--- src/rtl/riscv_alu_pkg.sv ---
// rtl/riscv_alu_pkg.sv - op codes, FSM states, flag indices and op-class helpers for the multi-cycle ALU
package riscv_alu_pkg;

    typedef enum logic [4:0] {
        OP_ADD    = 5'h00,
        OP_SUB    = 5'h01,
        OP_MUL    = 5'h02,
        OP_MULH   = 5'h03,
        OP_MULHSU = 5'h04,
        OP_MULHU  = 5'h05,
        OP_DIV    = 5'h06,
        OP_DIVU   = 5'h07,
        OP_REM    = 5'h08,
        OP_REMU   = 5'h09,
        OP_XOR    = 5'h0A,
        OP_OR     = 5'h0B,
        OP_AND    = 5'h0C,
        OP_SLL    = 5'h0D,
        OP_SRL    = 5'h0E,
        OP_SRA    = 5'h0F,
        OP_SLT    = 5'h10,
        OP_SLTU   = 5'h11,
        OP_SEQ    = 5'h12,
        OP_SNE    = 5'h13
    } alu_op_e;

    localparam logic [4:0] ILLEGAL_OP_BASE = 5'h14;

    typedef enum logic [1:0] {
        ST_IDLE = 2'd0,
        ST_MUL  = 2'd1,
        ST_DIV  = 2'd2
    } state_e;

    localparam int FLAG_ZERO  = 0;
    localparam int FLAG_NEG   = 1;
    localparam int FLAG_CARRY = 2;
    localparam int FLAG_OVF   = 3;

    function automatic logic is_mul(input logic [4:0] op);
        return (op >= OP_MUL) && (op <= OP_MULHU);
    endfunction

    function automatic logic is_div(input logic [4:0] op);
        return (op >= OP_DIV) && (op <= OP_REMU);
    endfunction

endpackage

--- src/rtl/riscv_alu_divider.sv ---
// rtl/riscv_alu_divider.sv - iterative unsigned restoring divider, one quotient bit per cycle
module riscv_alu_divider #(
    parameter int XLEN = 32
) (
    input  logic            clk_i,
    input  logic            reset_i,
    input  logic            start_i,
    input  logic [XLEN-1:0] dividend_i,
    input  logic [XLEN-1:0] divisor_i,
    output logic            busy_o,
    output logic            done_o,
    output logic [XLEN-1:0] quotient_o,
    output logic [XLEN-1:0] remainder_o
);
    localparam int CW = $clog2(XLEN);

    logic [XLEN-1:0] rem_q, rem_d, quo_q, quo_d, dsr_q;
    logic [CW-1:0]   cnt_q;
    logic            busy_q, done_q;
    logic [XLEN:0]   shifted, diff;

    // A negative trial difference means the divisor did not fit: restore.
    always_comb begin
        shifted = {rem_q, quo_q[XLEN-1]};
        diff    = shifted - {1'b0, dsr_q};
        if (diff[XLEN]) begin
            rem_d = shifted[XLEN-1:0];
            quo_d = {quo_q[XLEN-2:0], 1'b0};
        end else begin
            rem_d = diff[XLEN-1:0];
            quo_d = {quo_q[XLEN-2:0], 1'b1};
        end
    end

    always_ff @(posedge clk_i) begin
        if (reset_i) begin
            busy_q <= 1'b0;
            done_q <= 1'b0;
            cnt_q  <= '0;
            rem_q  <= '0;
            quo_q  <= '0;
            dsr_q  <= '0;
        end else begin
            done_q <= 1'b0;
            if (start_i && !busy_q) begin
                busy_q <= 1'b1;
                cnt_q  <= '0;
                rem_q  <= '0;
                quo_q  <= dividend_i;
                dsr_q  <= divisor_i;
            end else if (busy_q) begin
                rem_q <= rem_d;
                quo_q <= quo_d;
                cnt_q <= cnt_q + CW'(1);
                if (cnt_q == CW'(XLEN - 1)) begin
                    busy_q <= 1'b0;
                    done_q <= 1'b1;
                end
            end
        end
    end

    assign busy_o      = busy_q;
    assign done_o      = done_q;
    assign quotient_o  = quo_q;
    assign remainder_o = rem_q;

endmodule

--- src/rtl/riscv_alu_mc.sv ---
// rtl/riscv_alu_mc.sv - multi-cycle RV32IM/RV64IM execute ALU; RISCV_ALU_DIV_EARLY_EXIT_EN enables short divides
module riscv_alu_mc #(
    parameter int XLEN  = 32,
    parameter int TAG_W = 4
) (
    input  logic             clk,
    input  logic             reset,
    input  logic             in_valid,
    output logic             in_ready,
    input  logic [4:0]       in_op,
    input  logic [XLEN-1:0]  in_a,
    input  logic [XLEN-1:0]  in_b,
    input  logic [TAG_W-1:0] in_tag,
    output logic             out_valid,
    input  logic             out_ready,
    output logic [XLEN-1:0]  out_result,
    output logic [TAG_W-1:0] out_tag,
    output logic [3:0]       out_flags,
    output logic             out_illegal
);
    import riscv_alu_pkg::*;

    localparam int SHW = $clog2(XLEN);

    state_e            state_q, state_d;
    logic [4:0]        op_q;
    logic [XLEN-1:0]   a_q, b_q;
    logic [TAG_W-1:0]  tag_q;
    logic              out_valid_q, out_illegal_q;
    logic [XLEN-1:0]   out_result_q;
    logic [TAG_W-1:0]  out_tag_q;
    logic [3:0]        out_flags_q;

    logic              accept, early, in_signed, div_signed, sa, sb;
    logic              load, load_illegal;
    logic [XLEN-1:0]   load_result;
    logic [TAG_W-1:0]  load_tag;
    logic [3:0]        load_flags;
    logic [XLEN:0]     add_sum, sub_sum;
    logic [XLEN-1:0]   simple_res, mul_res, div_res;
    logic              simple_carry, simple_ovf;
    logic [2*XLEN-1:0] ax, bx, prod;
    logic              div_start, div_busy, div_done;
    logic [XLEN-1:0]   div_a_mag, div_b_mag, div_quo, div_rem;

    always_comb begin
        add_sum      = {1'b0, in_a} + {1'b0, in_b};
        sub_sum      = {1'b0, in_a} + {1'b0, ~in_b} + {{XLEN{1'b0}}, 1'b1};
        simple_res   = '0;
        simple_carry = 1'b0;
        simple_ovf   = 1'b0;
        case (in_op)
            OP_ADD: begin
                simple_res   = add_sum[XLEN-1:0];
                simple_carry = add_sum[XLEN];
                simple_ovf   = (in_a[XLEN-1] == in_b[XLEN-1]) && (add_sum[XLEN-1] != in_a[XLEN-1]);
            end
            OP_SUB: begin
                simple_res   = sub_sum[XLEN-1:0];
                simple_carry = sub_sum[XLEN];
                simple_ovf   = (in_a[XLEN-1] != in_b[XLEN-1]) && (sub_sum[XLEN-1] != in_a[XLEN-1]);
            end
            OP_XOR:  simple_res = in_a ^ in_b;
            OP_OR:   simple_res = in_a | in_b;
            OP_AND:  simple_res = in_a & in_b;
            OP_SLL:  simple_res = in_a << in_b[SHW-1:0];
            OP_SRL:  simple_res = in_a >> in_b[SHW-1:0];
            OP_SRA:  simple_res = $signed(in_a) >>> in_b[SHW-1:0];
            OP_SLT:  simple_res = {{(XLEN-1){1'b0}}, $signed(in_a) < $signed(in_b)};
            OP_SLTU: simple_res = {{(XLEN-1){1'b0}}, in_a < in_b};
            OP_SEQ:  simple_res = {{(XLEN-1){1'b0}}, in_a == in_b};
            OP_SNE:  simple_res = {{(XLEN-1){1'b0}}, in_a != in_b};
            default: simple_res = '0;
        endcase
    end

    // Sign-extend to 2*XLEN so one unsigned multiply yields every MUL variant.
    always_comb begin
        sa      = (op_q == OP_MULH) || (op_q == OP_MULHSU);
        sb      = (op_q == OP_MULH);
        ax      = {{XLEN{sa & a_q[XLEN-1]}}, a_q};
        bx      = {{XLEN{sb & b_q[XLEN-1]}}, b_q};
        prod    = ax * bx;
        mul_res = (op_q == OP_MUL) ? prod[XLEN-1:0] : prod[2*XLEN-1:XLEN];
`ifdef RISCV_ALU_DIV_EARLY_EXIT_EN
        if (is_div(op_q)) begin
            if ((op_q == OP_DIV) || (op_q == OP_DIVU)) mul_res = (b_q == '0) ? '1 : '0;
            else                                       mul_res = a_q;
        end
`endif
    end

    always_comb begin
        in_signed = (in_op == OP_DIV) || (in_op == OP_REM);
        div_a_mag = (in_signed && in_a[XLEN-1]) ? -in_a : in_a;
        div_b_mag = (in_signed && in_b[XLEN-1]) ? -in_b : in_b;
`ifdef RISCV_ALU_DIV_EARLY_EXIT_EN
        early     = (in_b == '0) || (div_b_mag > div_a_mag);
`else
        early     = 1'b0;
`endif
        div_start = accept && is_div(in_op) && !early;
    end

    riscv_alu_divider #(.XLEN(XLEN)) u_divider (
        .clk_i       (clk),
        .reset_i     (reset),
        .start_i     (div_start),
        .dividend_i  (div_a_mag),
        .divisor_i   (div_b_mag),
        .busy_o      (div_busy),
        .done_o      (div_done),
        .quotient_o  (div_quo),
        .remainder_o (div_rem)
    );

    // Signs reapplied to the magnitudes; divide-by-zero overrides the raw divider output.
    always_comb begin
        div_signed = (op_q == OP_DIV) || (op_q == OP_REM);
        if ((op_q == OP_DIV) || (op_q == OP_DIVU)) begin
            div_res = (div_signed && (a_q[XLEN-1] ^ b_q[XLEN-1])) ? -div_quo : div_quo;
            if (b_q == '0) div_res = '1;
        end else begin
            div_res = (div_signed && a_q[XLEN-1]) ? -div_rem : div_rem;
            if (b_q == '0) div_res = a_q;
        end
    end

    always_ff @(posedge clk) begin
        if (reset) state_q <= ST_IDLE;
        else       state_q <= state_d;
    end

    always_comb begin
        state_d = state_q;
        case (state_q)
            ST_IDLE: begin
                if (accept) begin
                    if (is_mul(in_op) || (is_div(in_op) && early)) state_d = ST_MUL;
                    else if (is_div(in_op))                        state_d = ST_DIV;
                end
            end
            ST_MUL:  state_d = ST_IDLE;
            ST_DIV:  if (div_done && !div_busy) state_d = ST_IDLE;
            default: state_d = ST_IDLE;
        endcase
    end

    always_comb begin
        in_ready     = (state_q == ST_IDLE) && (!out_valid_q || out_ready);
        accept       = in_valid && in_ready;
        load         = 1'b0;
        load_result  = '0;
        load_tag     = tag_q;
        load_illegal = 1'b0;
        load_flags   = '0;
        case (state_q)
            ST_IDLE: begin
                if (accept && !is_mul(in_op) && !is_div(in_op)) begin
                    load     = 1'b1;
                    load_tag = in_tag;
                    if (in_op >= ILLEGAL_OP_BASE) begin
                        load_illegal = 1'b1;
                    end else begin
                        load_result           = simple_res;
                        load_flags[FLAG_CARRY] = simple_carry;
                        load_flags[FLAG_OVF]   = simple_ovf;
                    end
                end
            end
            ST_MUL: begin
                load        = 1'b1;
                load_result = mul_res;
            end
            ST_DIV: begin
                load        = div_done;
                load_result = div_res;
            end
            default: load = 1'b0;
        endcase
        load_flags[FLAG_ZERO] = !load_illegal && (load_result == '0);
        load_flags[FLAG_NEG]  = !load_illegal && load_result[XLEN-1];
    end

    always_ff @(posedge clk) begin
        if (reset) begin
            op_q          <= '0;
            a_q           <= '0;
            b_q           <= '0;
            tag_q         <= '0;
            out_valid_q   <= 1'b0;
            out_result_q  <= '0;
            out_tag_q     <= '0;
            out_flags_q   <= '0;
            out_illegal_q <= 1'b0;
        end else begin
            if (accept) begin
                op_q  <= in_op;
                a_q   <= in_a;
                b_q   <= in_b;
                tag_q <= in_tag;
            end
            if (load) begin
                out_valid_q   <= 1'b1;
                out_result_q  <= load_result;
                out_tag_q     <= load_tag;
                out_flags_q   <= load_flags;
                out_illegal_q <= load_illegal;
            end else if (out_ready) begin
                out_valid_q <= 1'b0;
            end
        end
    end

    assign out_valid   = out_valid_q;
    assign out_result  = out_result_q;
    assign out_tag     = out_tag_q;
    assign out_flags   = out_flags_q;
    assign out_illegal = out_illegal_q;

endmodule

--- config.mk ---
export PLATFORM = sky130hd
export DESIGN_NAME = riscv_alu_mc
export DESIGN_NICKNAME = d
export VERILOG_FILES = /design/src/rtl/riscv_alu_pkg.sv /design/src/rtl/riscv_alu_divider.sv /design/src/rtl/riscv_alu_mc.sv
export SDC_FILE = /design/constraint.sdc
export NUM_CORES = 2
export LEC_CHECK = 0
export BUFFER_PORTS_ARGS = -buffer_cell sky130_fd_sc_hd__buf_4
export CORE_MARGIN = 2
export CORE_UTILIZATION = 67
export CTS_BUF_LIST = sky130_fd_sc_hd__clkbuf_8
export DETAILED_ROUTE_END_ITERATION = 10
export PLACE_DENSITY = 0.95
export SYNTH_ARGS = -nofsm -noshare
export SYNTH_HDL_FRONTEND = slang
export SYNTH_HIERARCHICAL = 1
export SYNTH_SLANG_ARGS = --single-unit
--- constraint.sdc ---
create_clock -name clk -period 13.2 [get_ports clk]
set_clock_uncertainty 0.1 [all_clocks]
set_input_delay 1.98 -clock clk [delete_from_list [all_inputs] [get_ports clk]]
set_output_delay 1.98 -clock clk [all_outputs]
set_load 0.005 [all_outputs]
==> results.json <==
{
  "worstSetupStartpointType": "flip-flop",
  "cts_tree": "built",
  "status": "finished, final reports clean",
  "power_density_mw_per_mm2": 65.7,
  "p_leak_uw": 0.0294,
  "synth_top_family_by_area": "adder cells",
  "coreArea_mm2": 0.0935,
  "worstPathArrival_ns": 11.36,
  "insertion_delay_ns": 0.67,
  "portBuffers": 119,
  "avgSynthCellArea_um2": 8.10,
  "synth-edff-count": 0,
  "nets": 9098,
  "r2r_end": "out_flags[0]",
  "min_path_cells": 2,
  "layout-drive-gt1-share_pct": 6.15,
  "multi_input_area_mm2": 0.0519,
  "met3_usage_pct": 21.3,
  "hold_viol": 0,
  "pin_count": 120,
  "synth_fa_ha_area_share_pct": 42.5,
  "synthToLayoutAreaGrowth_pct": 3.63,
  "synth_xor_xnor_area_share_pct": 3.13,
  "finalMaxSlewViolations": 0,
  "setup_viol": 0,
  "tightest_slew_ns": 1.44,
  "clk_transition_reported_paths_ns": 0.06,
  "grtUsageMet1_pct": 63.1,
  "crit_path_end_kind": "flip-flop",
  "initial_core_util_pct": 67.8,
  "rsz0062_at_grt": "false",
  "via_count": 61700,
  "cts.sinks": 220,
  "criticalPathCategory": "reg2reg",
  "yosys_warnings": 6,
  "grtUsageMet2_pct": 81.0,
  "grt_pass1_vias": 65300,
  "cts_hold_buf": 0,
  "grt_max_degree": 74,
  "fin_setup_tns_ns": 0,
  "min_period_over_period_pct": 82.4,
  "critical_path_peak_fanout": 31,
  "fillers": 6645,
  "synth_ff_type": "dfxtp_1",
  "die_area_mm2": 0.0971,
  "yosys-mux-area-fraction_pct": 4.43,
  "seq_area_frac_synth_pct": 6.95,
  "synth_compound_area_share_pct": 13.5,
  "drt_iter0_drc": 9235,
  "worst-r2r-cell-count": 28,
  "crit_top_cell": "fa_1",
  "cp.required_ns": 13.68,
  "register_area_mm2": 0.00441,
  "hpwl_um": 208000,
  "max_freq_ghz": 0.0920,
  "viasPerCell": 6.98,
  "synth_nets": 9378,
  "hp-class": "reg2reg",
  "netlist.area_leader.share_pct": 35.6,
  "dr.pass1.iters": 9,
  "fp-row-count": 112,
  "cts_buffers": 42,
  "synth-simple-area-share_pct": 18.1,
  "track_usage_pct": 55.7,
  "synth-async-reset-ratio_pct": 0,
  "yosys-top-cells-area": "fa_1 (36%), inv_1 (7.8%), nand2_1 (7.6%), dfxtp_1 (6.9%), ha_1 (6.9%)",
  "r2r_slack_ns": 2.33,
  "syn-cell-area_mm2": 0.0634,
  "dpl_cell_area_mm2": 0.0646,
  "drc": 0,
  "ant_nets": 0,
  "ir_drop_mv": 0.123,
  "yosys.area.top_type": "fa_1",
  "final_area_mm2": 0.0657,
  "grt_remaining_overflow": 0,
  "drv_cap": 0,
  "wl_per_cell_um": 30.6,
  "synth_seq_cells": 220,
  "cts_setup_buffers": 0,
  "clockBufferDepth": 3,
  "drt_wl_total_um": 270000,
  "worstHoldStart": "b_q[17]",
  "cts_resized": 0,
  "slew_headroom_pct": 3.67,
  "htreeDepth": 2,
  "antenna_found_initial": 26,
  "hold_path_end": "b_q[17]",
  "synthCells": 7825,
  "slowest_delay_ns": 0.91,
  "die_y_um": 312,
  "r2r-start": "op_q[0]",
  "dieWidth_um": 312,
  "crit_slowest_cell": "o211a_1",
  "cts_root_buf": "clkbuf_8",
  "busiest_layer": "met2",
  "ys_types": 102,
  "fin_crit_ns": 10.87,
  "gp_congestion": 1.15,
  "grt_first_pass_wirelength_um": 400000
}
## worst max path at each step
| stage | end | startpoint | cells past startpoint | slack (ns) |
|---|---|---|---|---|
| floorplan | out_flags[0] | op_q[1] | 31 | 3.99 |
| global placement | out_flags[0] | op_q[2] | 29 | 2.90 |
| detailed placement | out_flags[0] | op_q[0] | 28 | 2.52 |
| CTS | out_flags[0] | op_q[0] | 28 | 2.50 |
| global route | out_flags[0] | op_q[0] | 29 | 1.78 |
| finish | out_flags[0] | op_q[0] | 28 | 2.33 |
## logic make-up (layout without fill, tap and decap cells)
| family | count (synthesis) | in the layout |
|---|---|---|
| fa+ha+maj | 1476 | 1476 |
| compound gates | 1296 | 1296 |
| xor+xnor | 225 | 225 |
| buf+inv | 1891 | 1643 |
| flops | 220 | 220 |
| mux | 207 | 207 |
| simple gates | 2510 | 2510 |
| other cells | 0 | 15 |
## registers in the layout, indices dropped and copies added, names as in the netlist, 5 cells and up
register / count
u_divider/cnt_q: 5
a_q: 32
out_result: 32
op_q: 5
u_divider/quotient_o: 32
u_divider/remainder_o: 32
u_divider/dsr_q: 32
b_q: 32
## cell type report
class / instances / share of cell area, %
Multi-Input combinational cell: 5714 / 79.0
Antenna cell: 15 / 0.0572
Sequential cell: 220 / 6.72
Clock inverter: 28 / 0.532
Inverter: 1326 / 7.58
Timing Repair Buffer: 241 / 2.76
Tap cell: 1254 / 2.39
Clock buffer: 48 / 1.01
## through the flow
stage               hold slack (ns)  std cells  utilization [%]  worst slack [ns]  total power, µW
finish                        0.354       8846             70.3              2.33             4320
global route                  0.373       8833             70.2              1.78             4460
CTS                           0.354       8831             70.2              2.50             4170
detailed placement            0.347       8755             69.1              2.52             3290
global placement              0.340       8755             69.1              2.90             3210
floorplan                     0.336       7825                -              3.99             2390
## cells in the mapped netlist (27+ instances only)
cell and n:
a31oi_1 68, dfxtp_1 220, o211ai_1 58, a221oi_1 27
o31ai_1 37, o21a_1 29, nor3_1 95, o21bai_1 27
ha_1 348, nor2_1 392, a211oi_1 75, o21ai_0 198
xor2_1 55, nand2_1 1275, a21o_1 56, a21oi_1 415
mux4_2 56, and2_1 331, inv_1 1324, clkbuf_1 502
o22ai_1 29, mux2i_1 122, nor4_1 51, xnor2_1 169
mux2_2 28, nand3_1 90, and3_1 37, buf_2 30
nand2b_1 48, fa_1 1128, nand4_1 46
## metal layers
metal	vias to the layer above	wire, µm
met4	22	31900
li1	24500	-
met3	2178	40300
met1	29400	85800
met2	5633	112000
met5	-	141
## critical path, delay by kind of cell (launching register included)
| kind | cells | cell delay (ns) |
|---|---|---|
| xor+xnor | 1 | 0.17 |
| simple gates | 4 | 1.11 |
| compound gates | 9 | 2.74 |
| buf+inv | 5 | 1.01 |
| fa+ha+maj | 9 | 5.07 |
| flops | 1 | 0.56 |
## layout by cell type (no fill, tap or decap), types with 23 or more instances in the layout
cell,n
nor3_1,94
mux4_2,56
a21o_1,55
o21a_1,29
xor2_1,55
o211ai_1,58
o221ai_1,23
o22ai_1,29
or4_1,24
inv_1,1336
fa_1,1128
o21ai_0,198
and2_1,331
o21bai_1,27
ha_1,348
a21oi_1,414
o31ai_1,37
nand2b_1,47
clkbuf_8,48
mux2i_1,122
a221oi_1,27
nand2_1,1275
nor2_1,389
and3_1,36
or2_2,23
mux2_2,28
dfxtp_1,215
or3_1,24
nand3_1,89
buf_4,240
nor4_1,51
a211oi_1,75
nand4_1,46
xnor2_1,169
a31oi_1,67
## power breakdown
group,leakage (µW),internal [µW],switching (µW)
Clock,0.000551,494,370
Combinational,0.0271,861,1820
Sequential,0.00180,700,76.3
Note: power is estimated with default switching activity, not from simulation.
